## config.mk

```make
export PLATFORM = sky130hd
export DESIGN_NAME = dff_share_arbiter
export DESIGN_NICKNAME = d
export VERILOG_FILES = /design/src/rtl/dff_share_arbiter.sv
export SDC_FILE = /design/constraint.sdc
export NUM_CORES = 1
export LEC_CHECK = 0
export CORE_MARGIN = 8
export CORE_UTILIZATION = 46
export CTS_CLUSTER_DIAMETER = 60
export DETAILED_ROUTE_END_ITERATION = 7
export PLACE_DENSITY = 0.85
export SKIP_CTS_REPAIR_TIMING = 1
export SYNTH_ARGS = -nofsm -noshare
export SYNTH_HDL_FRONTEND = slang
export SYNTH_SLANG_ARGS = --single-unit
```

## constraint.sdc

```tcl
create_clock -name clk -period 4.2 [get_ports clk]
set_input_delay 0.63 -clock clk [delete_from_list [all_inputs] [get_ports clk]]
set_output_delay 0.63 -clock clk [all_outputs]
set_load 0.01 [all_outputs]
```

## src/rtl/dff_share_arbiter.sv

```systemverilog
// -----------------------------------------------------------------------------
// dff_share_arbiter
//
// Round-robin write sequencer for one shared DATA_W-bit register. Each cycle
// at most one requester is chosen and its data is loaded into the shared
// register. The arbiter records which requester owns the value, then holds
// the register stable for HOLD_CYC cycles before it accepts another write.
//
// Optional feature (macro DFF_SHARE_ARB_LOCK_EN): adds the per-requester
// "lock" input. A requester that currently owns a valid value and asserts
// both req and lock wins again regardless of the round-robin pointer. A
// locked capture does not advance the pointer.
//
// Ports:
//   clk     in   rising-edge clock
//   rst_n   in   synchronous active-low reset, priority over all inputs
//   req     in   [NUM_REQ]         level write request per requester
//   wdata   in   [NUM_REQ*DATA_W]  requester i drives [i*DATA_W +: DATA_W]
//   lock    in   [NUM_REQ]         (DFF_SHARE_ARB_LOCK_EN only) keep ownership
//   clr     in   synchronous flush of q_valid and arbitration state
//   grant   out  [NUM_REQ]  one-hot single-cycle pulse on capture
//   q       out  [DATA_W]   shared register value
//   q_valid out  q holds captured data
//   owner   out  [IDX_W]    index of requester whose data is in q
//   busy    out  high while holding; requests are ignored
// -----------------------------------------------------------------------------
module dff_share_arbiter #(
    parameter int NUM_REQ  = 4,
    parameter int DATA_W   = 8,
    parameter int HOLD_CYC = 2,
    parameter int IDX_W    = $clog2(NUM_REQ)
) (
    input  logic                        clk,
    input  logic                        rst_n,
    input  logic [NUM_REQ-1:0]          req,
    input  logic [NUM_REQ*DATA_W-1:0]   wdata,
`ifdef DFF_SHARE_ARB_LOCK_EN
    input  logic [NUM_REQ-1:0]          lock,
`endif
    input  logic                        clr,
    output logic [NUM_REQ-1:0]          grant,
    output logic [DATA_W-1:0]           q,
    output logic                        q_valid,
    output logic [IDX_W-1:0]            owner,
    output logic                        busy
);

    typedef enum logic {
        IDLE = 1'b0,
        HOLD = 1'b1
    } state_t;

    // Counter value loaded on capture; the HOLD state lasts HOLD_CYC edges.
    localparam logic [7:0] HOLD_RELOAD = (HOLD_CYC > 0) ? 8'(HOLD_CYC - 1) : 8'd0;
    localparam logic [IDX_W-1:0] LAST_IDX = IDX_W'(NUM_REQ - 1);

    state_t              state_q, state_d;
    logic [IDX_W-1:0]    ptr_q, ptr_d;
    logic [7:0]          cnt_q, cnt_d;
    logic [DATA_W-1:0]   data_q, data_d;
    logic                valid_q, valid_d;
    logic [IDX_W-1:0]    owner_q, owner_d;
    logic [NUM_REQ-1:0]  grant_q, grant_d;

    // Per-requester data slices.
    logic [DATA_W-1:0]   wdata_arr [NUM_REQ];

    genvar gi;
    generate
        for (gi = 0; gi < NUM_REQ; gi++) begin : g_slice
            assign wdata_arr[gi] = wdata[gi*DATA_W +: DATA_W];
        end
    endgenerate

    // Round-robin search starting at ptr_q, wrapping at NUM_REQ.
    logic             rr_found;
    logic [IDX_W-1:0] rr_win;

    always_comb begin
        int idx;
        rr_found = 1'b0;
        rr_win   = '0;
        for (int k = 0; k < NUM_REQ; k++) begin
            idx = int'(ptr_q) + k;
            if (idx >= NUM_REQ) begin
                idx = idx - NUM_REQ;
            end
            if (!rr_found && req[IDX_W'(idx)]) begin
                rr_found = 1'b1;
                rr_win   = IDX_W'(idx);
            end
        end
    end

    // A locked owner only counts while it still owns valid data.
    logic locked;
`ifdef DFF_SHARE_ARB_LOCK_EN
    assign locked = valid_q && req[owner_q] && lock[owner_q];
`else
    assign locked = 1'b0;
`endif

    logic             cap;
    logic [IDX_W-1:0] win;
    assign cap = locked || rr_found;
    assign win = locked ? owner_q : rr_win;

    always_comb begin
        state_d = state_q;
        ptr_d   = ptr_q;
        cnt_d   = cnt_q;
        data_d  = data_q;
        valid_d = valid_q;
        owner_d = owner_q;
        grant_d = '0;

        if (clr) begin
            // Flush: data and owner are kept, only validity and FSM clear.
            valid_d = 1'b0;
            state_d = IDLE;
            cnt_d   = 8'd0;
        end else begin
            case (state_q)
                IDLE: begin
                    if (cap) begin
                        data_d  = wdata_arr[win];
                        owner_d = win;
                        valid_d = 1'b1;
                        grant_d = NUM_REQ'(1) << win;
                        if (!locked) begin
                            ptr_d = (win == LAST_IDX) ? '0 : win + 1'b1;
                        end
                        if (HOLD_CYC > 0) begin
                            state_d = HOLD;
                            cnt_d   = HOLD_RELOAD;
                        end
                    end
                end
                HOLD: begin
                    if (cnt_q == 8'd0) begin
                        state_d = IDLE;
                    end else begin
                        cnt_d = cnt_q - 8'd1;
                    end
                end
                default: state_d = IDLE;
            endcase
        end
    end

    always_ff @(posedge clk) begin
        if (!rst_n) begin
            state_q <= IDLE;
            ptr_q   <= '0;
            cnt_q   <= 8'd0;
            data_q  <= '0;
            valid_q <= 1'b0;
            owner_q <= '0;
            grant_q <= '0;
        end else begin
            state_q <= state_d;
            ptr_q   <= ptr_d;
            cnt_q   <= cnt_d;
            data_q  <= data_d;
            valid_q <= valid_d;
            owner_q <= owner_d;
            grant_q <= grant_d;
        end
    end

    assign grant   = grant_q;
    assign q       = data_q;
    assign q_valid = valid_q;
    assign owner   = owner_q;
    assign busy    = (state_q == HOLD);

endmodule

```

==> results.md, run 1 <==
* Status: completed
* Synth top area share at 0.389
* Via-per-instance ratio at 5.62
* Setup Crit Path Kind: in -> reg
* Asr flop ratio synth at 0
* Inst Count DP at 235
* Leading area contributor after synthesis: dfxtp_1
* DIE WIDTH at 70.0 um
* Post-DP Area at 1900 um^2
* Design internal power at 462 uW
* Congestion Overflow GR at 0
* HP Class: reg -> reg
* Hold Crit Depth at 2
* Startpoint Class: input pin
* Synth Register Bits at 26
* Total of max-cap violations at 0
* Diodes inserted at 0
* R2R cell count at 5
* Post-DRT Antenna Nets at 0
* Yosys cell types at 36
* Core area at 2760 um^2
* Post-synthesis instance total at 157
* Relative slew slack at 0.164
* Final max-slew violation count at 0
* Clock slew at reported path FFs at 140 ps
* Layout cell share with drive strength beyond 1 at 0.0433
* Post-route DRC at 0
* Syn Nets at 198
* Hold Path Origin: owner[0]
* Most common flop cell mapped by yosys: dfxtp_1
* Switching Share at 0.276
* Clock sinks at 26
* Mapped Area at 1340 um^2
* Reg2reg end: q[0]
* DIE AREA at 4890 um^2
* Vias in the first global route at 1436
* First-pass GRT wire length at 6.13 mm
* Final Hold Viols at 0
* Fin crit share at 0.659
* Initial Util at 0.485
* Reg2reg start: ptr_q[0]
* Number of buffers and inverters on the critical path at 1
* Pre-CTS setup slack at 1140 ps
* Setup crit end kind: flip-flop
* # setup viols final at 0
* Fin crit period at 2770 ps
* First-pass iteration count of the detailed router at 4
* Overall Global Routing Usage at 0.148
* Clk pwr share at 0.265
* Flop pwr share at 0.438
* Slowest CP cell: nor3_1
* Synth area leaders: dfxtp_1, mux2i_1, nor2_1, a211oi_1, a21oi_1
* CTS Root Cell: clkbuf_4
* F_max at 0.361 GHz
* DP HPWL at 3.02 mm
* CP max stage delay at 1030 ps
* Critical path's top delay family: simple AND/OR/NAND/NOR gates
* Post-synth EDFFs at 0
* Slew @ Worst Pin at 1240 ps
* TritonCTS clock tree: yes
* Worst Hold Endpoint: owner[0]
* Final instance area at 1950 um^2
* DR WL/cell at 16.1 um
* Nets at 250
* Setup TNS at 0 ps
* Largest net degree at the start of global routing at 21
* Comb pwr share at 0.297
* Cell chain of the critical path: clkdlybuf4s50_1 > nand2b_1 > nor3_1 > a21oi_1 > a211oi_1
* Clk_lat worst skew at 320 ps
* H-tree depth at 1
* Worst path required time at 4440 ps
* Sequential area share after synthesis at 0.389
* VDD IR max at 312 uV
* Clock buffer count from CTS at 3
* IO Count at 55
* Flop2flop setup slack at 2020 ps
* Height of the chip at 70.0 um
* Syn Area/Cell at 8.53 um^2
* NetSw at 176 uW
* Final WS setup at 1430 ps
* RSZ-0062 raised after global routing: no
* FP Rows at 19
* Pwr Density at 327 nW/um^2
* CP Data Arrival Time at 3010 ps
* Leakage dissipation at 0.781 nW
* Vias at 1342
* Iteration-0 DRC Markers at 68
* Clock skew at 9.18 ps
* Crit path max fanout at 12
* WL final at 3.84 mm
* Ys Warns at 0
* Clk buf depth at 2
* Initial antenna violation count at 0
* Layout area overhead at 45.5%
* # port buffers at 54
* Non-filler cells, final at 239
* Routability cong. at 0.845
## routing by layer
metal | global-route usage | part of all wire | vias up
li1 | - | - | 671
met1 | 0.141 | 0.42 | 618
met2 | 0.272 | 0.49 | 51
met3 | 0.0664 | 0.085 | 2
met4 | 0.0513 | 0.0050 | 0
met5 | 0 | 0 | -
## flip-flops by register name, summed over array words and instances (netlist names)
register  cells
cnt_q         8
busy          1
q             8
ptr_q         2
q_valid       1
grant         4
owner         2
## cell type report
class | count | area, um^2
well taps | 31 | 38.8
inverters | 6 | 22.5
repair buffers | 54 | 541
fillers | 211 | 810
flip-flops and latches | 26 | 520
multi-input cells | 118 | 773
clock inverters | 1 | 30.0
clock buffers | 3 | 22.5
## power groups by stage
stage | combinational [mW] | sequential (mW) | clock, mW
finish | 0.189 | 0.279 | 0.169
detailed placement | 0.188 | 0.284 | 0
CTS | 0.189 | 0.279 | 0.169
global placement | 0.181 | 0.284 | 0
floorplan | 0.0950 | 0.289 | 0
global route | 0.206 | 0.282 | 0.179
## worst register-to-register path, stage by stage (launching register included)
cell,delay [ps]
dfxtp_1,370
nor2b_1,240
a21oi_1,110
o221ai_2,860
a221oi_1,270
a211oi_1,250
## metrics by stage
stage	power, mW	hold slack (ps)	util
after floorplan	0.384	471	-
after global placement	0.465	458	0.687
after detailed placement	0.473	464	0.687
after CTS	0.638	486	0.706
after global routing	0.667	495	0.706
final	0.638	481	0.706
## cell usage after synthesis (3+ instances only)
cell type   n
clkbuf_1    5
xor2_1      6
mux2i_1     8
a221oi_1    8
nand2_1     7
a21oi_1    14
inv_1       6
nor2_1     21
nand4_1     3
dfxtp_1    26
a211oi_1   10
nor2b_1    11
o21ai_0     4
## logic make-up (layout without fill, tap and decap cells)
family	after synthesis	after routing	share of synthesized area
multiplexers	8	8	0.0598
buffers and inverters	13	64	0.0383
flip-flops	26	26	0.389
XOR/XNOR	6	6	0.0393
AO/OA/AOI/OAI	43	43	0.223
adder cells (fa/ha/maj)	2	2	0.0187
AND/OR/NAND/NOR	59	59	0.232
## placed cells by master (no fill, tap or decap), drive strengths merged, types with 2 or more instances in the layout
cell type,count
xor2,6
inv,6
o21ai,4
a221oi,8
nor2b,11
nand4,3
ha,2
o31ai,2
dfxtp,26
a21oi,14
nor2,21
nor3,2
clkbuf,3
or3,2
mux2i,8
a211oi,10
nand2,7
clkdlybuf4s50,54
nand3,2
or2,2
## worst max path at each step
stage	start	to	slack, ps	depth (start not counted)
finish	rst_n	q[0]	1430	5
global route	rst_n	q[0]	1210	5
CTS	rst_n	q[0]	1430	5
detailed placement	rst_n	q[0]	1140	5
global placement	rst_n	q[1]	1300	5
floorplan	req[1]	q[0]	2380	5
No activity file was read; power rests on OpenSTA's default activity.
==> inputs of run 2 (changes only) <==
CORE_UTILIZATION = 38   (was 46)
PLACE_DENSITY = 0.75   (was 0.85)
clock period = 2.4 ns   (was 4.2 ns; I/O delays follow)
==> results.md, run 2 (same netlist as run 1, synthesis figures left out) <==
* Worst path required time at 2590 ps (was 4440 ps)
* WL final at 3.82 mm (was 3.84 mm)
* Clock sinks at 26 (unchanged)
* NetSw at 310 uW (was 176 uW)
* Setup Crit Path Kind: in -> reg (unchanged)
* Clk_lat worst skew at 320 ps (about the same)
* Core area at 3360 um^2 (was 2760 um^2)
* CTS Root Cell: clkbuf_4 (unchanged)
* Most frequent cells in the layout: clkdlybuf4s50_1, dfxtp_1, nor2_1 (unchanged)
* Finished Core Util at 0.604 (was 0.706)
* Comb pwr share at 0.306 (was 0.297)
* Hold_ws at 482 ps (was 481 ps)
* Pre-CTS setup slack at 86.5 ps (was 1140 ps)
* Startpoint Class: input pin (unchanged)
* # setup viols final at 0 (unchanged)
* F_max at 0.508 GHz
* Flop pwr share at 0.431 (was 0.438)
* Slowest CP cell: clkdlybuf4s50_1 (was nor3_1)
* Final Hold Viols at 0 (unchanged)
* Setup TNS at 0 ps (unchanged)
* Leakage dissipation at 0.821 nW (was 0.781 nW)
* Slew @ Worst Pin at 763 ps (was 1240 ps)
* Clock skew at 1.73 ps (was 9.18 ps)
* Overall Global Routing Usage at 0.139 (was 0.148)
* Nets at 257 (was 250)
* First-pass iteration count of the detailed router at 4 (unchanged)
* H-tree depth at 1 (unchanged)
* Cell chain of the critical path: clkdlybuf4s50_1 > nor4_1 > buf_4 > or3_1 > nor2_1 > a211oi_1 (was clkdlybuf4s50_1 > nand2b_1 > nor3_1 > a21oi_1 > a211oi_1)
* DIE AREA at 5680 um^2 (was 4890 um^2)
* Iteration-0 DRC Markers at 94 (was 68)
* Largest net degree at the start of global routing at 21 (unchanged)
* Clock slew at reported path FFs at 140 ps (about the same)
* Vias at 1367 (was 1342)
* DP HPWL at 3.11 mm (was 3.02 mm)
* Crit path max fanout at 8 (was 12)
* DIE WIDTH at 75.4 um (was 70.0 um)
* Height of the chip at 75.4 um (was 70.0 um)
* CP Data Arrival Time at 2160 ps (was 3010 ps)
* Clk buf depth at 2 (unchanged)
* Routability cong. at 0.865 (was 0.845)
* Design internal power at 823 uW (was 462 uW)
* FP Rows at 21 (was 19)
* Clk pwr share at 0.262 (was 0.265)
* Fin crit period at 1970 ps
* Clock buffer count from CTS at 3 (unchanged)
* Setup crit end kind: flip-flop (unchanged)
* Inst Count DP at 257 (was 235)
* HP Class: reg -> reg (unchanged)
* # port buffers at 54 (unchanged)
* Layout area overhead at 51.8% (was 45.5%)
* Final max-slew violation count at 0 (unchanged)
* Pwr Density at 558 nW/um^2 (was 327 nW/um^2)
* TritonCTS clock tree: yes (unchanged)
* Diodes inserted at 0 (unchanged)
* Congestion Overflow GR at 0 (unchanged)
* Status: completed (unchanged)
* Fin crit share at 0.821
* RSZ-0062 raised after global routing: no (unchanged)
* Via-per-instance ratio at 5.24 (was 5.62)
* Post-DRT Antenna Nets at 0 (unchanged)
* Total of max-cap violations at 0 (unchanged)
* Switching Share at 0.274 (was 0.276)
* DR WL/cell at 14.6 um (was 16.1 um)
* IO Count at 55 (unchanged)
* Initial Util at 0.398 (was 0.485)
* Non-filler cells, final at 261 (was 239)
* Vias in the first global route at 1458 (was 1436)
* Commonest non-fill, non-tap cell in the layout: clkdlybuf4s50_1 (unchanged)
* CP max stage delay at 560 ps (was 1030 ps)
* Initial antenna violation count at 0 (unchanged)
* Final WS setup at 430 ps (was 1430 ps)
* VDD IR max at 230 uV (was 312 uV)
* First-pass GRT wire length at 6.29 mm (was 6.13 mm)
* Layout cell share with drive strength beyond 1 at 0.0744 (was 0.0433)
* Filler instances at 334 (was 211)
* Post-route DRC at 0 (unchanged)
* Relative slew slack at 0.491 (was 0.164)
==> run 2: changes by cell type in the layout (fill, tap and decap cells not counted), sizes merged <==
cell | before | now
buf | 0 | 7
==> run 2: per-layer routing <==
| metal | global-route usage | vias up | share of wire |
|---|---|---|---|
| met1 | 0.147 | 638 | 0.41 |
| met3 | 0.0513 | 4 | 0.075 |
| met4 | 0.0213 | 0 | 0.0050 |
| li1 | - | 684 | - |
| met5 | 0 | - | 0 |
| met2 | 0.259 | 41 | 0.51 |
==> run 2: critical path, delay by kind of cell <==
family	cells	cell delay (ps)
AOI/OAI and AO/OA	1	150
buffers and inverters	2	710
and+or+nand+nor	3	940
==> run 2: cell type report <==
cell class | count | area, um^2 | area share
clock inverter | 1 | 30.0 | 0.0148
timing repair buffer | 61 | 606 | 0.298
multi-input combinational | 118 | 773 | 0.381
sequential | 26 | 520 | 0.256
clock buffer | 3 | 22.5 | 0.0111
inverter | 6 | 22.5 | 0.0111
tap | 46 | 57.6 | 0.0283
==> run 2: final timing paths <==
kind	start	endpoint	slack (ps)	cells after the start
min reg2reg	owner[0]	owner[0]	480	2
max	req[1]	q[7]	430	6
min	owner[0]	owner[0]	480	2
max reg2reg	cnt_q[0]	cnt_q[6]	480	7
==> run 2: power by group through the flow <==
stage	Combinational (mW)	Clock, mW	Sequential, mW
after floorplan	0.166	0	0.505
after global placement	0.339	0	0.498
after detailed placement	0.347	0	0.498
after CTS	0.350	0.300	0.489
after global routing	0.379	0.316	0.494
final	0.347	0.297	0.489
==> run 2: metrics by stage <==
step | power [mW] | cell area, um^2
detailed placement | 0.845 | 1980
floorplan | 0.672 | 1340
CTS | 1.14 | 2030
global route | 1.19 | 2030
finish | 1.13 | 2030
global placement | 0.838 | 1980
